$ cat src/rtl/result_streamer.sv
// rtl/result_streamer.sv - snapshots the packed result matrix and streams it one element per valid/ready transfer
module result_streamer #(
  parameter int ELEM_W    = 6,
  parameter int NUM_ELEMS = 8,
  parameter int IDX_W     = 3
) (
  input  logic                          clk,
  input  logic                          reset,
  input  logic                          start,
  input  logic [ELEM_W*NUM_ELEMS-1:0]   contents_in,
  output logic [ELEM_W-1:0]             elem_out,
  output logic [IDX_W-1:0]              elem_idx,
  output logic                          elem_valid,
  input  logic                          elem_ready,
  output logic                          busy,
  output logic                          done
);

  localparam logic [IDX_W-1:0] LAST_IDX = IDX_W'(NUM_ELEMS - 1);

  typedef enum logic [1:0] {
    S_IDLE = 2'd0,
    S_SEND = 2'd1,
    S_DONE = 2'd2
  } state_t;

  state_t                        state_q, state_d;
  logic [ELEM_W*NUM_ELEMS-1:0]   snap_q, snap_d;
  logic [ELEM_W-1:0]             elem_out_q, elem_out_d;
  logic [IDX_W-1:0]              elem_idx_q, elem_idx_d;
  logic                          elem_valid_q, elem_valid_d;
  logic                          busy_q, busy_d;
  logic                          done_q, done_d;

  logic                          xfer;
  logic [IDX_W-1:0]              next_idx;
  logic [ELEM_W-1:0]             next_elem;

  assign xfer = elem_valid_q && elem_ready;

  // Element following the one on offer, taken from the snapshot rather than the live bus.
  always_comb begin
    next_idx  = elem_idx_q + IDX_W'(1);
    next_elem = '0;
    for (int k = 0; k < NUM_ELEMS; k++) begin
      if (next_idx == IDX_W'(k)) begin
        next_elem = snap_q[k*ELEM_W +: ELEM_W];
      end
    end
  end

  always_comb begin
    state_d      = state_q;
    snap_d       = snap_q;
    elem_out_d   = elem_out_q;
    elem_idx_d   = elem_idx_q;
    elem_valid_d = elem_valid_q;
    busy_d       = busy_q;
    done_d       = 1'b0;
    case (state_q)
      S_IDLE: begin
        if (start) begin
          snap_d       = contents_in;
          elem_idx_d   = '0;
          elem_out_d   = contents_in[ELEM_W-1:0];
          elem_valid_d = 1'b1;
          busy_d       = 1'b1;
          state_d      = S_SEND;
        end
      end
      S_SEND: begin
        if (xfer) begin
          if (elem_idx_q == LAST_IDX) begin
            elem_valid_d = 1'b0;
            busy_d       = 1'b0;
            done_d       = 1'b1;
            state_d      = S_DONE;
          end else begin
            elem_idx_d = next_idx;
            elem_out_d = next_elem;
          end
        end
      end
      S_DONE: begin
        state_d = S_IDLE;
      end
      default: begin
        elem_valid_d = 1'b0;
        busy_d       = 1'b0;
        state_d      = S_IDLE;
      end
    endcase
  end

  always_ff @(posedge clk or posedge reset) begin
    if (reset) begin
      state_q      <= S_IDLE;
      snap_q       <= '0;
      elem_out_q   <= '0;
      elem_idx_q   <= '0;
      elem_valid_q <= 1'b0;
      busy_q       <= 1'b0;
      done_q       <= 1'b0;
    end else begin
      state_q      <= state_d;
      snap_q       <= snap_d;
      elem_out_q   <= elem_out_d;
      elem_idx_q   <= elem_idx_d;
      elem_valid_q <= elem_valid_d;
      busy_q       <= busy_d;
      done_q       <= done_d;
    end
  end

  assign elem_out   = elem_out_q;
  assign elem_idx   = elem_idx_q;
  assign elem_valid = elem_valid_q;
  assign busy       = busy_q;
  assign done       = done_q;

endmodule

$ cat config.mk
export PLATFORM = sky130hd
export DESIGN_NAME = result_streamer
export DESIGN_NICKNAME = d
export VERILOG_FILES = /design/src/rtl/result_streamer.sv
export SDC_FILE = /design/constraint.sdc
export NUM_CORES = 1
export LEC_CHECK = 0
export ABC_AREA = 1
export CAP_MARGIN = 30
export CORE_MARGIN = 2
export CORE_UTILIZATION = 57
export CTS_BUF_LIST = sky130_fd_sc_hd__clkbuf_8
export CTS_CLUSTER_SIZE = 16
export DETAILED_ROUTE_END_ITERATION = 16
export PLACE_DENSITY = 0.89
export SYNTH_ARGS = -nofsm -noshare
export SYNTH_HDL_FRONTEND = slang
export SYNTH_SLANG_ARGS = --single-unit
$ cat constraint.sdc
create_clock -name clk -period 3.49 [get_ports clk]
set_clock_uncertainty 0.2 [all_clocks]
set_input_delay 0.349 -clock clk [delete_from_list [all_inputs] [get_ports clk]]
set_output_delay 0.349 -clock clk [all_outputs]
set_load 0.005 [all_outputs]
# After elaboration in Yosys (flattened, before gate mapping)
# Index checks and enable logic that the tools add are counted.
classes:
  bitwise: 1
  addsub: 1
  muxes: 27
  reduce_logical: 8
  eq_ne: 14
op_table:
  columns: ["op", "count"]
  rows:
  - ["6-bit two-way mux", 11]
  - ["3-bit == test (second input constant)", 5]
  - ["6-bit one-hot mux with 2 select lines", 1]
  - ["3-bit two-way mux", 3]
  - ["2-bit != test (second input constant)", 4]
  - ["4-bit AND reduction", 2]
  - ["3-bit by 2-bit == test with 1-bit output (second input constant)", 2]
  - ["1-bit two-way mux", 6]
  - ["2-bit two-way mux", 3]
  - ["3-bit one-hot mux with 2 select lines", 1]
  - ["2-bit one-hot mux with 2 select lines", 1]
  - ["3-bit by 1-bit adder with 3-bit output (second input constant)", 1]
  - ["3-bit by 1-bit == test with 1-bit output (second input constant)", 1]
  - ["3-bit logical NOT", 1]
  - ["1-bit one-hot mux with 3 select lines", 1]
  - ["3-bit AND reduction", 1]
  - ["2-bit by 1-bit == test with 1-bit output (second input constant)", 1]
  - ["2-bit == test (second input constant)", 1]
  - ["2-bit logical NOT", 1]
  - ["2-bit AND reduction", 1]
  - ["2-bit nonzero test", 1]
  - ["1-bit logical AND", 1]
  - ["1-bit NOT", 1]
totals:
  inputBits: 52
  elab_cells: 57
  regBits: 61
  out_inout_bits: 12

# Longest topological paths before layout
# Gate-level depths: netlist (run 1).
logic_depth:
  depth_word: 13
  depth_mapped: 16
  depth_no_buf: 15

# Least setup slack after synthesis (run 1)
# No wires, ideal clock.
synth_timing:
  path_kind: "register -> register"
  start: "register elem_idx_q[0] (netlist: elem_idx[0])"
  end: "register elem_out_q[2] (netlist: elem_out[2])"
  stages_incl_launch_ff: 16
  slack_ps: 1444
  arrival_time_ps: 1724
  path_cell_list: "dfrtp_1 > ha_1 > ha_1 > inv_2 > nand2_1 > buf_2 > o21ai_1 > inv_1 > nand2_1 > nand2_1 > nand2_1 > nand2_1 > nand2_1 > nand2_1 > nand2_1 > a21oi_2"
synth_between:
  elab_chain_len: 13
  word_cells_on_any_way: 23
synth_lines:
  columns: ["item", "line", "text"]
  rows:
  - ["from (decl)", "30", "logic [IDX_W-1:0] elem_idx_q, elem_idx_d;"]
  - ["from (signal assigned)", "108", "elem_idx_q <= elem_idx_d;"]
  - ["3-bit by 1-bit adder with 3-bit output", "43", "next_idx = elem_idx_q + IDX_W'(1);"]
  - ["3-bit logical NOT", "46", "if (next_idx == IDX_W'(k)) begin"]
  - ["6-bit two-way mux (8 in series)", "46", null]
  - ["6-bit two-way mux", "73", "if (elem_idx_q == LAST_IDX) begin"]
  - ["6-bit two-way mux", "72", "if (xfer) begin"]
  - ["6-bit one-hot mux with 2 select lines", "60", "case (state_q)"]
  - ["to (signal assigned)", "107", "elem_out_q <= elem_out_d;"]
  - ["to (decl)", "29", "logic [ELEM_W-1:0] elem_out_q, elem_out_d;"]
# Parallel ways exist; a longest one is shown, timed or not. The select of a mux whose other input is x is not followed.
# A chain may end at the register's enable or synchronous reset.

# Worst setup path after layout (run 1)
layout_timing:
  start: "register elem_idx_q[0] (netlist: elem_idx[0])"
  end: "register elem_out_q[4] (netlist: elem_out[4])"
# Same word-level chain as after synthesis.

==> results of run 1 <==
-- cells in the final DEF, fill, tap and decap left out --
cell type	instances
o22ai_1	1
o21ai_1	13
a21oi_2	6
buf_4	4
o21ai_0	31
inv_2	18
nand3_1	16
clkinv_2	2
clkbuf_8	11
ha_1	7
clkdlybuf4s50_1	63
nor2_1	11
inv_1	48
a21oi_1	17
nor3_4	1
nand2_2	4
nor2_4	2
nor2_2	1
dfrtp_1	61
nand2_4	2
nand2_1	163
-- flip-flops by register name (all words and copies together), names as in the netlist --
name and flops:
busy 1, done 1, elem_idx 3, elem_out 6
snap_q 48, state_q 2
-- per-stage QoR --
stage / utilization, % / worst slack [ns] / cell area (sq um) / hold slack, ns
floorplan: - / 1.43 / 3130 / 0.244
global placement: 72.9 / 1.10 / 3800 / 0.265
detailed placement: 72.9 / 0.963 / 3800 / 0.270
CTS: 76.1 / 0.961 / 3960 / 0.253
global route: 76.1 / 0.773 / 3960 / 0.306
finish: 76.1 / 0.939 / 3960 / 0.231
-- worst min-delay path by stage --
stage                           startpoint                      to  slack [ns]  cells past startpoint
floorplan           snap_q[16]$_DFFE_PP0P_  snap_q[16]$_DFFE_PP0P_        0.24                      2
global placement    snap_q[32]$_DFFE_PP0P_  snap_q[32]$_DFFE_PP0P_        0.26                      2
detailed placement  snap_q[17]$_DFFE_PP0P_  snap_q[17]$_DFFE_PP0P_        0.27                      2
CTS                                  reset  snap_q[38]$_DFFE_PP0P_        0.25                      2
global route         snap_q[8]$_DFFE_PP0P_   snap_q[8]$_DFFE_PP0P_        0.31                      2
finish                               reset  snap_q[38]$_DFFE_PP0P_        0.23                      2
-- cell type report --
cell class	count	area, sq um	share of cell area, %
Timing Repair Buffer	67	661	16.7
Multi-Input combinational cell	275	1280	32.2
Clock buffer	11	151	3.82
Inverter	65	244	6.16
Sequential cell	61	1530	38.5
Tap cell	70	87.6	2.21
Clock inverter	3	13.8	0.347
-- per-layer routing --
metal / track usage (%) / part of all wire [%]
met5: 0 / 0
met4: 13.9 / 3.6
met3: 4.37 / 5.6
met2: 41.7 / 47
met1: 36.0 / 44
-- worst max-delay path, stage by stage (launching register included) --
cell and delay [ns]:
dfrtp_1 0.42, ha_1 0.24, ha_1 0.32, inv_2 0.18, nand2_1 0.26, o21ai_0 0.28, inv_2 0.04, nand2_1 0.07
nand2_1 0.05, nand2_1 0.05, nand2_1 0.05, nand2_1 0.07, nand2_1 0.08, nand2_1 0.09, a21oi_2 0.05
-- cells by family (layout without fill, tap and decap cells) --
logic type	Yosys count	after routing	share of synthesized area (%)
AND/OR/NAND/NOR	200	200	26.4
AO/OA/AOI/OAI	68	68	11.6
buffers and inverters	80	146	10.4
adder cells (fa/ha/maj)	7	7	2.80
flip-flops	61	61	48.8
-- where the power goes --
part           switching, mW  internal, mW
Sequential             0.168          1.04
Clock                  0.263         0.283
Combinational          0.877         0.544
Total                   1.31          1.87
==> metrics.csv, run 1 <==
stage,metric,value,unit
layout,Fill cells,404,
drt,WL/cell,13.6,um
worst_setup_path,crit path DAT,2.58,ns
yosys,"count leader, synth",nand2_1,
hold_path,Min-Delay Path Class,in2async,
sta,TNS Setup,0,ns
yosys,Synth top area share,48.8,%
floorplanning,die footprint,6100,sq um
floorplanning,die width,78.1,um
yosys,sequential area share after synthesis,48.8,%
clock_tree,post-CTS setup buffers,0,
clock_tree,Longest Clk Path Bufs,2,
floorplanning,# rows,26,
layout,Final #Nets,538,
drt,Initial DRT Pass Iterations,4,
grt,largest net degree at the start of global routing,57,
floorplanning,I/O pin count,64,
sta,RSZ-0062 raised after global routing,false,
yosys,dominant cell type by area after synthesis,dfrtp_1,
yosys,ys async rst share,100,%
clock_tree,clk_lat worst skew,0.34,ns
clock_tree,clk slew on worst S/H paths,0.06,ns
placement,GPL Wtd Cong,0.933,
worst_setup_path,Crit Path Category,reg2reg,
power_and_ir_drop,leakage,2.05,nW
placement,cell count after placement,538,
layout,area grow syn2layout,26.6,%
grt,gr usage total,26.6,%
clock_tree,H-tree Lvls,3,
yosys,Seq cells post-synth,61,
clock_tree,# hold bufs at CTS,0,
sta,Tmin final,2.55,ns
drt,Routed Antenna Nets,0,
worst_setup_path,Critical Path RT,3.52,ns
grt,vias in the first global route,2809,
sta,"Slew Viols, Final",0,
yosys,Syn. warnings,0,
clock_tree,clk sink count,61,
worst_setup_path,Reg2Reg Depth,14,
layout,Layout Cells excl Fill,552,
floorplanning,chip height,78.1,um
sta,Tcrit/Tclk final,73.1,%
worst_setup_path,Setup crit end,elem_out[4]$_DFFE_PP0P_,
yosys,"Top FF cell, synth",dfrtp_1,
drt,Post-Route WL,7500,um
worst_setup_path,endpoint type of the worst setup path,flip-flop,
drt,DR vias/cell,5.17,
worst_setup_path,Setup crit start,elem_idx[0]$_DFFE_PP0P_,
yosys,Post-synth EDFFs,0,
placement,port bufs,63,
outcome,status,"complete, no violations",
sta,Worst-Margin Slew,0.690,ns
grt,antenna violations before repair,0,
layout,Diodes inserted,0,
placement,post-detail-place hpwl,5530,um
yosys,Post-Synthesis Cell Area,3130,sq um
drt,Starting DRT DRC Count,130,
yosys,Avg Inst Size Synth,7.52,sq um
clock_tree,post-cts repair resize count,0,
drt,routed vias,2852,
yosys,unique cell type count in the Yosys netlist,21,
clock_tree,total CTS buffers,9,
sta,final setup fails,0,
yosys,post-synthesis cell count,416,
power_and_ir_drop,VDD IR max,0.540,mV
worst_setup_path,type of origin of the critical path,flip-flop,
flow_run,Max Cap Viol,0,
floorplanning,Starting Density,60.1,%
power_and_ir_drop,total power,3.18,mW
worst_setup_path,flop-to-flop setup slack,0.94,ns
sta,max frequency,392,MHz
drt,DRC,0,
clock_tree,CTS Root Cell,clkbuf_8,
power_and_ir_drop,Cell Pwr Density,802,nW/um^2
yosys,"top cells by area, synth","dfrtp_1 (49%), nand2_1 (20%), inv_1 (5.8%)",
floorplanning,Core Region,5200,sq um
sta,Final Hold Fails,0,
layout,share of post-route cells with drive strength above 1,10.6,%
yosys,Syn Nets,475,
clock_tree,CTS tree,done,
grt,total grt overflow,0,
worst_setup_path,Reg2Reg Capture Point,elem_out[4]$_DFFE_PP0P_,
worst_setup_path,Worst R2R Start,elem_idx[0]$_DFFE_PP0P_,
yosys,top cells by instance count after synthesis,"nand2_1 (163), dfrtp_1 (61), inv_1 (48), o21ai_0 (31)",
grt,first-pass GRT wire length,12600,um
worst_setup_path,crit-path max FO,12,
sta,Slew HR,53.9,%
(Power assumes the default switching activity.)
==> run 2, diff against run 1 <==
Settings changed: CORE_UTILIZATION 57 to 53, PLACE_DENSITY 0.89 to 0.84.
Clock period 3.49 ns to 2.5 ns, I/O delays scaled along.
==> metrics.csv, run 2 (same netlist as run 1, synthesis figures left out) <==
stage,metric,value,unit
placement,post-detail-place hpwl,5370,um
layout,most frequent cells in the layout,"nand2_1 (162), clkdlybuf4s50_1 (63), dfrtp_1 (60)",
power_and_ir_drop,Clock power frac,22.6,%
clock_tree,CTS tree,done,
power_and_ir_drop,Net Sw Power,1.84,mW
layout,share of post-route cells with drive strength above 1,12.0,%
sta,final setup fails,0,
drt,Starting DRT DRC Count,210,
drt,DR vias/cell,5.00,
grt,vias in the first global route,2766,
worst_setup_path,type of origin of the critical path,flip-flop,
power_and_ir_drop,Cell Pwr Density,1170,nW/um^2
clock_tree,H-tree Lvls,3,
placement,Placement Setup Slack,0.155,ns
sta,Setup WS post-layout,0.179,ns
sta,Tmin final,2.32,ns
grt,first-pass GRT wire length,12400,um
hold_path,Min-Delay Path Class,in2async,
sta,RSZ-0062 raised after global routing,false,
sta,Slew HR,73.0,%
layout,largest reg by FF count,snap_q,
layout,Diodes inserted,0,
floorplanning,chip height,80.8,um
outcome,status,"complete, no violations",
worst_setup_path,Worst path top cell family by delay,simple AND/OR/NAND/NOR gates,
worst_setup_path,crit-path max FO,10,
power_and_ir_drop,total power,4.78,mW
grt,antenna violations before repair,0,
worst_setup_path,"Critical Path, Cell by Cell",ha_1 -> ha_1 -> inv_2 -> buf_6 -> nand2_2 -> nand3_1 -> nand2_1 -> nand2_1 -> nand2_1 -> nand2_1 -> nand2_1 -> nand2_1 -> nand2_1 -> nand2_1 -> a21oi_2,
layout,max FFs per register,48,
power_and_ir_drop,Gate power share,41.8,%
floorplanning,Starting Density,55.8,%
worst_setup_path,Reg2Reg Capture Point,elem_out[4]$_DFFE_PP0P_,
worst_setup_path,Reg2Reg Depth,15,
flow_run,Max Cap Viol,0,
clock_tree,clk sink count,61,
grt,gr usage total,25.2,%
drt,routed vias,2786,
worst_setup_path,most frequent CP cell,nand2_1,
worst_setup_path,flop-to-flop setup slack,0.18,ns
power_and_ir_drop,Int Pwr,2.94,mW
sta,Final Hold Fails,0,
clock_tree,clk slew on worst S/H paths,0.07,ns
worst_setup_path,Crit Path Category,reg2reg,
worst_setup_path,worst path bufs/invs,2,
drt,DRC,0,
worst_setup_path,Setup crit end,elem_out[4]$_DFFE_PP0P_,
worst_setup_path,crit path DAT,2.35,ns
layout,Fill cells,437,
floorplanning,Core Region,5610,sq um
drt,Initial DRT Pass Iterations,5,
drt,WL/cell,13.5,um
grt,busiest grt layer,met2,
worst_setup_path,Critical Path RT,2.53,ns
power_and_ir_drop,VDD IR max,0.771,mV
grt,largest net degree at the start of global routing,34,
drt,Routed Antenna Nets,0,
clock_tree,CTS Root Cell,clkbuf_8,
worst_setup_path,Setup crit start,elem_idx[0]$_DFFE_PP0P_,
worst_setup_path,Worst R2R Start,elem_idx[0]$_DFFE_PP0P_,
clock_tree,total CTS buffers,9,
grt,GRT met1 Usage,33.9,%
grt,total grt overflow,0,
power_and_ir_drop,Sequential Power Share,35.6,%
sta,"Slew Viols, Final",0,
clock_tree,Longest Clk Path Bufs,2,
worst_setup_path,endpoint type of the worst setup path,flip-flop,
worst_setup_path,number of cells on the critical path,15,
placement,GPL Wtd Cong,0.897,
power_and_ir_drop,sw frac,38.6,%
floorplanning,# rows,27,
sta,Worst-Margin Slew,0.405,ns
worst_setup_path,slowest cell on the critical path,dfrtp_2,
layout,fin util,72.6,%
grt,met2 usage,39.7,%
power_and_ir_drop,leakage,2.09,nW
placement,port bufs,63,
drt,Post-Route WL,7510,um
sta,TNS Setup,0,ns
clock_tree,clk_lat worst skew,0.34,ns
worst_setup_path,CP peak stage delay,0.44,ns
layout,"most common cell after layout, fill and taps aside",nand2_1,
grt,met3 GRT Util,4.67,%
floorplanning,die width,80.8,um
layout,Final #Nets,540,
sta,Tcrit/Tclk final,92.8,%
layout,area grow syn2layout,30.1,%
floorplanning,die footprint,6530,sq um
sta,max frequency,431,MHz
floorplanning,I/O pin count,64,
==> run 2: cell count changes in the layout (fill, tap and decap cells not counted), sizes merged <==
cell    previous run  this run
inv               66        65
bufinv             0         3
buf                4         6
clkinv             2         1
==> run 2: routing by layer <==
metal / vias to the layer above / wire length [um]
met3: 20 / 425
met2: 114 / 3510
li1: 1404 / -
met5: - / 0
met1: 1248 / 3370
met4: 0 / 201
==> run 2: worst min-delay path by stage <==
stage                                 startpoint                     end  slack (ns)  cells past startpoint
after floorplan                   contents_in[0]   snap_q[0]$_DFFE_PP0P_        0.16                      2
after global placement    snap_q[33]$_DFFE_PP0P_  snap_q[33]$_DFFE_PP0P_        0.26                      2
after detailed placement  snap_q[13]$_DFFE_PP0P_  snap_q[13]$_DFFE_PP0P_        0.27                      2
after CTS                                  reset  snap_q[36]$_DFFE_PP0P_        0.11                      3
after global routing                       reset  snap_q[24]$_DFFE_PP0P_        0.16                      3
final                                      reset  snap_q[36]$_DFFE_PP0P_         0.1                      3
==> run 2: power groups by stage <==
stage	sequential, mW	combinational [mW]	clock, mW
after floorplan	1.63	1.39	0
after global placement	1.69	1.89	0
after detailed placement	1.70	1.95	0
after CTS	1.70	1.98	1.09
after global routing	1.75	2.28	1.15
final	1.70	2.00	1.08
==> run 2: layout make-up <==
class | count | area (sq um) | share of cell area, %
clock buffer | 11 | 151 | 3.72
clock inverter | 4 | 95.1 | 2.34
inverter | 65 | 244 | 5.99
multi-input combinational | 275 | 1280 | 31.5
sequential | 61 | 1530 | 37.5
tap | 72 | 90.1 | 2.21
timing repair buffer | 69 | 679 | 16.7
==> run 2: per-stage QoR <==
stage	hold WS (ns)	cell area (sq um)	std cells
final	0.0980	4070	557
after global placement	0.263	3810	542
after CTS	0.112	4060	557
after detailed placement	0.273	3810	542
after global routing	0.163	4070	557
after floorplan	0.160	3130	416
==> run 2: timing repair <==
action,4_1_cts,5_1_grt
endpoints found under the setup margin,0,3
setup buffers,0,0
resized for setup,0,4
hold buffers,0,0
==> run 2: tightest hold or removal path: stages <==
cell and delay [ns]:
clkdlybuf4s50_1 0.41, inv_2 0.06, buf_4 0.33
